`config.mk`:
```
export PLATFORM = sky130hd
export DESIGN_NAME = apu_event_trigger
export DESIGN_NICKNAME = d
export VERILOG_FILES = /design/src/rtl/apu_event_trigger.sv
export SDC_FILE = /design/constraint.sdc
export NUM_CORES = 1
export LEC_CHECK = 0
export ABC_AREA = 1
export BUFFER_PORTS_ARGS = -buffer_cell sky130_fd_sc_hd__buf_2
export CORE_ASPECT_RATIO = 0.5
export CORE_UTILIZATION = 30
export DETAILED_ROUTE_END_ITERATION = 8
export PLACE_DENSITY = 0.53
export RECOVER_POWER = 25
export SYNTH_ARGS = -nofsm -noshare
export SYNTH_HDL_FRONTEND = slang
export SYNTH_SLANG_ARGS = --single-unit
export TNS_END_PERCENT = 10
```
`constraint.sdc`:
```
create_clock -name clk -period 2.65 [get_ports clk]
set_input_delay 0.3975 -clock clk [delete_from_list [all_inputs] [get_ports clk]]
set_output_delay 0.3975 -clock clk [all_outputs]
set_load 0.005 [all_outputs]
```
`src/rtl/apu_event_trigger.sv`:
```
// Event-to-APU trigger arbiter: edge-detects game events, queues them, and issues at most one
// one-hot sound trigger per clock with highest-index priority and per-channel frame holdoff.
module apu_event_trigger #(
    parameter int NUM_CH         = 3,
    parameter int HOLDOFF_FRAMES = 4,
    parameter int HOLDOFF_W      = 4,
    parameter int CH_IDX_W       = 2
) (
    input  logic                clk,
    input  logic                reset,
    input  logic                frame_end,
    input  logic                test_mode,
    input  logic [NUM_CH-1:0]   event_in,
    input  logic [NUM_CH-1:0]   ch_enable,
    output logic [NUM_CH-1:0]   trigger_out,
    output logic                trig_valid,
    output logic [CH_IDX_W-1:0] ch_idx,
    output logic [7:0]          drop_count
);

    logic [NUM_CH-1:0]    event_buf;
    logic [NUM_CH-1:0]    pending;
    logic [HOLDOFF_W-1:0] holdoff [NUM_CH];

    logic [NUM_CH-1:0]    edge_det;
    logic [NUM_CH-1:0]    ok;
    logic [NUM_CH-1:0]    req;
    logic [NUM_CH-1:0]    grant;
    logic [NUM_CH-1:0]    drop;
    logic [CH_IDX_W-1:0]  grant_idx;

    // Ascending scan so the highest requesting index overwrites lower ones.
    always_comb begin
        edge_det  = event_in & ~event_buf;
        ok        = '0;
        grant     = '0;
        grant_idx = '0;
        for (int i = 0; i < NUM_CH; i++) begin
            ok[i] = ch_enable[i] && (holdoff[i] == '0);
        end
        req  = (pending | edge_det) & ok;
        drop = edge_det & ~ok;
        for (int i = 0; i < NUM_CH; i++) begin
            if (req[i]) begin
                grant     = '0;
                grant[i]  = 1'b1;
                grant_idx = CH_IDX_W'(i);
            end
        end
    end

    always_ff @(posedge clk or posedge reset) begin
        if (reset) begin
            event_buf   <= '0;
            pending     <= '0;
            trigger_out <= '0;
            trig_valid  <= 1'b0;
            ch_idx      <= '0;
            drop_count  <= '0;
            for (int i = 0; i < NUM_CH; i++) begin
                holdoff[i] <= '0;
            end
        end else begin
            event_buf <= event_in;
            if (test_mode) begin
                trigger_out <= event_in & ch_enable;
                trig_valid  <= 1'b0;
                ch_idx      <= '0;
                pending     <= '0;
                for (int i = 0; i < NUM_CH; i++) begin
                    holdoff[i] <= '0;
                end
            end else begin
                trigger_out <= grant;
                trig_valid  <= |grant;
                ch_idx      <= grant_idx;
                pending     <= req & ~grant;
                if ((|drop) && (drop_count != 8'hFF)) begin
                    drop_count <= drop_count + 8'd1;
                end
                // A fresh grant reloads the holdoff even on a frame_end cycle.
                for (int i = 0; i < NUM_CH; i++) begin
                    if (grant[i]) begin
                        holdoff[i] <= HOLDOFF_W'(HOLDOFF_FRAMES);
                    end else if (frame_end && (holdoff[i] != '0)) begin
                        holdoff[i] <= holdoff[i] - 1'b1;
                    end
                end
            end
        end
    end

endmodule

```
==> out/results.ini <==
[die]
die_width_um = 107
fp.dieH_um = 54.5
initial_core_util = 0.324
dieArea_um2 = 5840
core_um2 = 5110
io_pins = 24
rows = 18

[clock_network]
htree_levels = 2
postCtsResizedCells = 0
cts_setup_buffers = 0
cts_sinks = 31
clockBufferDepth = 2
insertion_delay_ns = 0.28
cts_root_buffer = clkbuf_8
clk_pin_slew_ns = 0.06
cts_tree = yes
ctsHoldBuffers = 0
cts_buffers = 5

[synthesis]
syn_nets = 222
synth_top_area_frac = 0.469
synthCells = 205
syn-cell-area_um2 = 1660
synth_area_leaders = dfrtp_1 (47%), nand2_1 (12%), inv_1 (6.8%)
yosysTopAreaCell = dfrtp_1
synth_seq_cells = 31
ys_types = 23
avgSynthCellArea_um2 = 8.07
synth.yosys.seq_area_share = 0.469
ys_warn_count = 0

[power]
p_per_area_nw_per_um2 = 938
worst_ir_drop_vdd_uv = 221
seqPwrFrac = 0.384
clkPwrFrac = 0.223
p_leak_nw = 1.06
netSwitchingFraction = 0.390
p_switching_w = 0.000713
p_int_w = 0.00111
comb_power_share = 0.393

[setup_path]
worstPathArrival_ns = 1.73
worstSetupStartpointType = input pin
path_class = in -> async
crit_fanout = 31
end_kind = asynchronous set/reset pin
critical_path.top_delay_family = buffers and inverters
worst_path_max_delay_cell = clkbuf_1
worstPathBufferInverterCount = 3
cpPeakStageDelay_ns = 1.19
cp_cell_sequence = buf_2 > inv_1 > clkbuf_1
critPathRequiredTime_ns = 2.74

[sta]
hold_slack_ns = 0.261
hold_viol_final = 0
finalCritPeriodShare = 0.621
worst_clock_skew_ns = 0.00541
fin_crit_ns = 1.65
fmax_mhz = 608
worstMarginPinSlew_ns = 1.66
fin_setup_tns_ns = 0
slew_viol_final = 32
slew_headroom = -0.104
rsz0062_at_grt = no
setup_violations = 0

[global_routing]
grt_pass1_wl_um = 6020
grt_overflow = 0
use_met2 = 0.251
antenna_found_initial = 0
grt_util_met1 = 0.158
met3_usage = 0.0405
busiest_layer = met2
grt_max_degree = 32
grt_pass1_vias = 1330
grt_use_total = 0.138

[detailed_routing]
wl_per_cell_um = 11.2
num_vias = 1370
first_iter_violations = 33
ant_nets = 0
drc_errors = 0
wl_um = 3410
firstDrtPassIters = 4
via_per_inst = 4.49

[cells_and_area]
final_cell_mix = nand2_1 (54), dfrtp_1 (31), inv_1 (30), nor2_1 (21), buf_2 (20)
n_antenna_cell = 0
layout_commonest_cell = nand2_1
syn2layout_area_growth_pct = 17.7
nNetsFinal = 251
drive_above_1_share = 0.145

[placement]
gp_congestion = 0.807
io_buffers = 23
dp_hpwl_um = 2560

[job]
cap_violations = 1

[run_status]
violations = max-capacitance violations, max-slew violations
outcome = complete, but fails checks

[hold_path]
hp-class = in -> reg

## area by class of cell
type,count,area (um2)
tap,70,87.6
timing repair buffer,24,115
inverter,30,113
sequential,31,776
multi-input combinational,142,757
fill,538,3160
clock buffer,8,100
## synthesized netlist by cell type
| master | n |
|---|---|
| nand2_1 | 54 |
| dfrtp_1 | 31 |
| inv_1 | 30 |
| nor2_1 | 21 |
| nand3_1 | 18 |
| nand4_1 | 12 |
| ha_1 | 7 |
| o21ai_0 | 6 |
| xor2_1 | 6 |
| a21oi_1 | 4 |
| buf_2 | 2 |
| nand3b_1 | 2 |
| xnor2_1 | 2 |
| nand2_2 | 1 |
| nand3_2 | 1 |
| nand3_4 | 1 |
| nand4_2 | 1 |
| nor2_2 | 1 |
| nor3_1 | 1 |
| nor3_2 | 1 |
| nor3b_1 | 1 |
| or2_1 | 1 |
| or2_2 | 1 |
## power groups by stage
stage / clock network (W) / registers, W / logic [W]
2_1_floorplan: 0 / 0.000688 / 0.000552
3_3_place_gp: 0 / 0.000708 / 0.000718
3_5_place_dp: 0 / 0.000709 / 0.000723
4_1_cts: 0.000421 / 0.000702 / 0.000728
5_1_grt: 0.000441 / 0.000717 / 0.000853
6_report: 0.000407 / 0.000701 / 0.000718
## routing by layer
layer | vias up | wire [um]
li1 | 712 | -
met1 | 631 | 1620
met2 | 22 | 1600
met3 | 5 | 124
met4 | 0 | 55
met5 | - | 0
## worst reg2reg max path: stages (launching register included)
cell     delay (ns)
dfrtp_1        0.45
ha_1           0.28
nand3_1        0.15
nor3_2         0.15
nand2_2        0.16
nand3_4        0.16
nand2_1        0.07
nand2_1        0.06
## flip-flops by register name (all words and copies together) (netlist names)
signal and cells:
ch_idx 2, drop_count 8, event_buf 3, pending 2, trigger_out 3, holdoff 12
trig_valid 1
## through the flow
| step | util | cell area [um2] | std cells | total power, W | setup slack, ns |
|---|---|---|---|---|---|
| global route | 0.381 | 1950 | 305 | 0.00201 | 0.553 |
| finish | 0.381 | 1950 | 305 | 0.00183 | 1.00 |
| detailed placement | 0.363 | 1860 | 297 | 0.00143 | 1.12 |
| CTS | 0.383 | 1960 | 305 | 0.00185 | 1.10 |
| floorplan | - | 1660 | 205 | 0.00124 | 1.32 |
| global placement | 0.363 | 1860 | 297 | 0.00143 | 1.15 |
## worst paths after layout
check | slack [ns] | cells after the start | startpoint | to
min | 0.26 | 1 | event_in[2] | event_buf[2]
max | 1.00 | 3 | reset | ch_idx[0]
min reg2reg | 0.54 | 2 | holdoff[5] | holdoff[5]
min in group asynchronous | 0.68 | 3 | reset | trigger_out[0]
max in group clk | 1.11 | 7 | drop_count[0] | drop_count[0]
max reg2reg | 1.11 | 7 | drop_count[0] | drop_count[0]
## logic make-up after synthesis
family                   synth area share
AND/OR/NAND/NOR                     0.332
buffers and inverters              0.0741
flip-flops                          0.469
AO/OA/AOI/OAI                      0.0302
XOR/XNOR                           0.0423
adder cells (fa/ha/maj)            0.0529
Power figures use the tool's default switching activity.
